## src/rtl/alu_operand_scheduler.sv

```systemverilog
// alu_operand_scheduler: EX-stage operand forwarding selects plus load-use stall / bubble control.
// Latency: selects and stall are combinational (selects from registered records only); ex_bubble is 1 the cycle after a stall edge.
// Backpressure: stall holds PC and IF/ID for one cycle; flush overrides stall. Define ALU_HAZARD_PERF_EN to add stall_count.
module alu_operand_scheduler #(
    parameter int REG_ADDR_W = 3,
    parameter int SEL_W      = 3
) (
    input  logic                  clk,
    input  logic                  rst_n,
    input  logic                  dec_valid,
    input  logic [REG_ADDR_W-1:0] dec_rs1,
    input  logic [REG_ADDR_W-1:0] dec_rs2,
    input  logic                  dec_rs1_used,
    input  logic                  dec_rs2_used,
    input  logic [REG_ADDR_W-1:0] dec_rd,
    input  logic                  dec_reg_write,
    input  logic                  dec_is_load,
    input  logic                  dec_is_in,
    input  logic                  flush,
    output logic [SEL_W-1:0]      alu_src1_sel,
    output logic [SEL_W-1:0]      alu_src2_sel,
    output logic                  stall,
    output logic                  ex_bubble
`ifdef ALU_HAZARD_PERF_EN
    ,
    output logic [15:0]           stall_count
`endif
);

    localparam logic [SEL_W-1:0] SEL_WB     = SEL_W'(0);
    localparam logic [SEL_W-1:0] SEL_MEM    = SEL_W'(1);
    localparam logic [SEL_W-1:0] SEL_REG    = SEL_W'(2);
    localparam logic [SEL_W-1:0] SEL_IN_EX  = SEL_W'(3);
    localparam logic [SEL_W-1:0] SEL_IN_MEM = SEL_W'(4);

    // Full decode record for the instruction currently in EX.
    typedef struct packed {
        logic                  valid;
        logic [REG_ADDR_W-1:0] rs1;
        logic [REG_ADDR_W-1:0] rs2;
        logic                  rs1_used;
        logic                  rs2_used;
        logic [REG_ADDR_W-1:0] rd;
        logic                  reg_write;
        logic                  is_load;
        logic                  is_in;
    } ex_rec_t;

    // Past EX only the producer side matters: sources are never consulted again.
    typedef struct packed {
        logic                  valid;
        logic [REG_ADDR_W-1:0] rd;
        logic                  reg_write;
        logic                  is_load;
        logic                  is_in;
    } mem_rec_t;

    ex_rec_t               r_ex;
    ex_rec_t               w_ex_next;
    mem_rec_t              r_mem;
    // WB keeps only writers: a non-writing producer never forwards.
    logic                  r_wb_fwd;
    logic [REG_ADDR_W-1:0] r_wb_rd;
    logic                  r_ex_bubble;
    logic                  w_load_hit;

    // Priority select for one operand; op2 with an immediate always takes the register/immediate path.
    function automatic logic [SEL_W-1:0] f_pick(
        input logic                  ex_valid,
        input logic                  ex_is_in,
        input mem_rec_t              mem,
        input logic                  wb_fwd,
        input logic [REG_ADDR_W-1:0] wb_rd,
        input logic [REG_ADDR_W-1:0] src,
        input logic                  used,
        input logic                  is_op2
    );
        logic [SEL_W-1:0] sel;
        sel = SEL_REG;
        if (!ex_valid) begin
            sel = SEL_REG;
        end else if (is_op2 && !used) begin
            sel = SEL_REG;
        end else if (ex_is_in) begin
            sel = SEL_IN_EX;
        end else if (used && mem.valid && mem.reg_write && (mem.rd == src)) begin
            // A load in MEM cannot be forwarded; stall logic keeps this case from arising.
            if (mem.is_in)        sel = SEL_IN_MEM;
            else if (mem.is_load) sel = SEL_REG;
            else                  sel = SEL_MEM;
        end else if (wb_fwd && (wb_rd == src)) begin
            sel = SEL_WB;
        end
        return sel;
    endfunction

    // Load-use detection against the decode sources; flush always wins.
    always_comb begin
        w_load_hit = r_ex.valid && r_ex.is_load && r_ex.reg_write &&
                     ((dec_rs1_used && (dec_rs1 == r_ex.rd)) ||
                      (dec_rs2_used && (dec_rs2 == r_ex.rd)));
        stall      = dec_valid && w_load_hit && !flush;
    end

    // Next EX content: the decoded instruction, or a bubble on stall/flush/no-instruction.
    always_comb begin
        w_ex_next = '0;
        if (dec_valid && !stall && !flush) begin
            w_ex_next.valid     = 1'b1;
            w_ex_next.rs1       = dec_rs1;
            w_ex_next.rs2       = dec_rs2;
            w_ex_next.rs1_used  = dec_rs1_used;
            w_ex_next.rs2_used  = dec_rs2_used;
            w_ex_next.rd        = dec_rd;
            w_ex_next.reg_write = dec_reg_write;
            w_ex_next.is_load   = dec_is_load;
            w_ex_next.is_in     = dec_is_in;
        end
    end

    // Advance the EX -> MEM -> WB records every cycle; remember stall-injected bubbles.
    always_ff @(posedge clk or negedge rst_n) begin
        if (!rst_n) begin
            r_ex        <= '0;
            r_mem       <= '0;
            r_wb_fwd    <= 1'b0;
            r_wb_rd     <= '0;
            r_ex_bubble <= 1'b0;
        end else begin
            r_ex            <= w_ex_next;
            r_mem.valid     <= r_ex.valid;
            r_mem.rd        <= r_ex.rd;
            r_mem.reg_write <= r_ex.reg_write;
            r_mem.is_load   <= r_ex.is_load;
            r_mem.is_in     <= r_ex.is_in;
            r_wb_fwd        <= r_mem.valid && r_mem.reg_write;
            r_wb_rd         <= r_mem.rd;
            r_ex_bubble     <= stall;
        end
    end

    // Operand selects depend on registered records only, so they hold for the whole EX cycle.
    always_comb begin
        alu_src1_sel = f_pick(r_ex.valid, r_ex.is_in, r_mem, r_wb_fwd, r_wb_rd,
                              r_ex.rs1, r_ex.rs1_used, 1'b0);
        alu_src2_sel = f_pick(r_ex.valid, r_ex.is_in, r_mem, r_wb_fwd, r_wb_rd,
                              r_ex.rs2, r_ex.rs2_used, 1'b1);
        ex_bubble    = r_ex_bubble;
    end

`ifdef ALU_HAZARD_PERF_EN
    logic [15:0] r_stall_count;

    // Saturating count of stalled cycles.
    always_ff @(posedge clk or negedge rst_n) begin
        if (!rst_n) begin
            r_stall_count <= '0;
        end else if (stall && (r_stall_count != 16'hFFFF)) begin
            r_stall_count <= r_stall_count + 16'd1;
        end
    end

    assign stall_count = r_stall_count;
`endif

endmodule

```

## config.mk

```make
export PLATFORM = sky130hd
export DESIGN_NAME = alu_operand_scheduler
export DESIGN_NICKNAME = d
export VERILOG_FILES = /design/src/rtl/alu_operand_scheduler.sv
export SDC_FILE = /design/constraint.sdc
export NUM_CORES = 1
export LEC_CHECK = 0
export BUFFER_PORTS_ARGS = -buffer_cell sky130_fd_sc_hd__buf_2
export CAP_MARGIN = 20
export CORE_ASPECT_RATIO = 0.9
export CORE_MARGIN = 4
export CORE_UTILIZATION = 35
export CTS_CLUSTER_DIAMETER = 200
export CTS_CLUSTER_SIZE = 8
export DETAILED_ROUTE_END_ITERATION = 6
export PLACE_DENSITY = 0.56
export SYNTH_ARGS = -nofsm -noshare
export SYNTH_HDL_FRONTEND = slang
export SYNTH_SLANG_ARGS = --single-unit
```

## constraint.sdc

```tcl
create_clock -name clk -period 1.4 [get_ports clk]
set_input_delay 0.21 -clock clk [delete_from_list [all_inputs] [get_ports clk]]
set_output_delay 0.21 -clock clk [all_outputs]
set_load 0.005 [all_outputs]
```

==> results.toml <==
[run_status]
status = "finished with violations"
violations = "negative setup slack"

[global_route]
use_met3_pct = 2.34
gr-usage-met2_pct = 18.4
grt_max_degree = 28
antenna_found_initial = 0
grt_pass1_vias = 836
grtUsageMet1_pct = 16.2
grt_overflow = 0
grt.total_usage_pct = 11.8
gr-max-usage-layer = "met2"
grt_pass1_wl_um = 3600

[routing]
avgRoutedWirePerCell_um = 11.4
wirelength_um = 2150
viasPerCell = 4.37
drc = 0
initialDrtViolationCount = 13
vias = 822
drtPass1Iterations = 4
ant_nets = 0

[power]
ir_drop_mv = 0.454
powerDensity_nw_per_um2 = 876
p_leak_nw = 0.749
power_mw = 1.30

[logic_synthesis]
synth.avg_cell_area_sq_um = 11.0
ys_ff_latch = 27
synth.area.top_cells = "dfrtp_1 60%, xnor2_1 9.3%, nand2_1 5.3%"
synth_most_common_cell = "dfrtp_1"
ys.flop_type = "dfrtp_1"
yosys.area_share.adder_pct = 0
synth_top_family_by_area = "simple AND/OR/NAND/NOR gates"
async_reset_ff_share_pct = 100
synth-xor-area-share_pct = 13.9
synth_edf_count = 0
ys_top_cells_by_count = "27 x dfrtp_1, 16 x nand2_1, 16 x nor2_1, 12 x xnor2_1, 6 x xor2_1"
yosys-mux-area-fraction_pct = 1.77
synth_cell_types = 18
yosysSeqAreaShare_pct = 59.7
synth_top_cell_by_area = "dfrtp_1"
synth_compound_area_share_pct = 1.66
yosys_warnings = 0
synth_nets = 121
synthSimpleGateAreaFrac_pct = 22.0
synth_top_area_share_pct = 59.7
synth_cells = 103
synthesis.area_sq_um = 1130

[sta]
setup_viol = 7
hold_slack_ns = 0.0815
final_max_slew_viol_count = 0
rsz0062_at_grt = "yes"
tns_ns = -3.07
hold_viol_final = 0
finalCritPeriodShare_pct = 137
min_period_ns = 1.92
skew_ns = 0.00319
fmax_ghz = 0.522
worst_slew_pin_slew_ns = 0.570
maxSlewHeadroom_pct = 62.0
worst_slack_ns = -0.517

[worst_setup_path]
worstReg2RegStart = "r_ex[3]"
arrival_ns = 1.71
cp-end-kind = "output port"
crit_type = "reg -> out"
worstPathMaxFanout = 3
cpMaxStageDelayCell = "dfrtp_2"
cp.required_ns = 1.19
crit_cells = 6
ff2ff_path_depth = 5
crit_buf_inv = 2
critical_path.top_delay_family = "flip-flops"
path_cells = "xor2_2, nor4_2, buf_4, mux2i_1, nand2_1, buf_2"
cp-startpoint = "r_mem[4]"
crit_end = "alu_src1_sel[1]"
r2r-end = "r_ex[9]"
critPathMaxStageDelay_ns = 0.46
reg2reg_slack_ns = 0.10
critical_path.startpoint_type = "flip-flop"

[place]
port_buffers = 25
dp_cells = 178
hpwlAfterDp_um = 1680
place_area_sq_um = 1370
place_ws_ns = -0.204
gp_congestion = 0.767

[die]
fp.dieH_um = 62.0
num_rows = 19
die_w_um = 68.0
initial_core_util_pct = 36.6
core_region_area_sq_um = 3090
dieArea_sq_um = 4210
pin_count = 26

[finish]
design_area_sq_um = 1480
nets = 165
finalNonFillerCells = 188
fin_util_pct = 47.9
drive_above_1_share_pct = 35.6
area_growth_pct = 30.6
num_antenna_cells = 0

[clocking]
clk_latency_ns = 0.31
cts-buffers-inserted = 3
clk_pin_slew_worst_paths_ns = 0.14
clk_root_buffer_cell = "clkbuf_4"
clkSinkCount = 27
cts_tree = "built"
cts_max_level = 1
cts_buffer_depth = 2

[worst_hold_path]
min_path_type = "in -> reg"

[job]
cap_viol_max_count = 0
-- worst min-delay path, cell delays in order --
cell	delay, ns
buf_2	0.09
nand2_1	0.04
nor2_1	0.03
-- worst min-delay path by stage --
stage	from	end	slack [ns]	cells past startpoint
2_1_floorplan	rst_n	ex_bubble	-0.09	0
3_3_place_gp	rst_n	r_wb_rd[2]	0.24	1
3_5_place_dp	rst_n	r_wb_rd[2]	0.25	1
4_1_cts	dec_rd[0]	r_ex[3]	0.07	3
5_1_grt	dec_rd[0]	r_ex[3]	0.05	3
6_report	dec_reg_write	r_ex[2]	0.08	3
-- repair_timing --
action / CTS / global route
endpoints found under the setup margin: 7 / 7
buffers inserted: 4 / 1
hold endpoints to repair: 27 / 0
resized for setup: 4 / 3
pin swaps: 11 / 6
hold buffers: 1 / 0
-- report_power, final --
| group | total (mW) | leakage [nW] | switching [mW] | internal (mW) |
|---|---|---|---|---|
| logic | 0.137 | 0.372 | 0.0660 | 0.0708 |
| clock network | 0.326 | 0.0150 | 0.215 | 0.111 |
| registers | 0.833 | 0.361 | 0.0246 | 0.809 |
-- cells by family (layout without fill, tap and decap cells) --
| family | Yosys count | in the layout |
|---|---|---|
| buf+inv | 2 | 45 |
| simple gates | 51 | 51 |
| flops | 27 | 27 |
| mux | 2 | 2 |
| compound gates | 3 | 3 |
| xor+xnor | 18 | 18 |
-- state kept, by name (all words and copies together) (netlist names) --
| signal | cells |
|---|---|
| ex_bubble | 1 |
| r_ex | 15 |
| r_mem | 7 |
| r_wb_fwd | 1 |
| r_wb_rd | 3 |
-- layout by cell type, fill, tap and decap left out, types with 2 or more instances in the layout --
master and count:
nor2_1 16, buf_2 23, nand4_1 4, nand3_1 4, buf_4 15, mux2i_1 2, dfrtp_1 26, nand2_1 16
xor2_1 5, buf_6 2, xnor2_1 12, nor4_2 2, a21oi_2 3, clkbuf_4 3, nor2b_1 4
-- metal layers --
layer / vias to the layer above / wire, um
met5: - / 0
met4: 0 / 12
met3: 2 / 123
met2: 26 / 957
met1: 376 / 1050
li1: 418 / -
-- final cells by class --
type / count / area (sq um)
Sequential cell: 27 / 677
Multi-Input combinational cell: 74 / 463
Clock buffer: 4 / 26.3
Fill cell: 294 / 1610
Timing Repair Buffer: 41 / 260
Tap cell: 42 / 52.6
No activity file was read; power rests on OpenSTA's default activity.
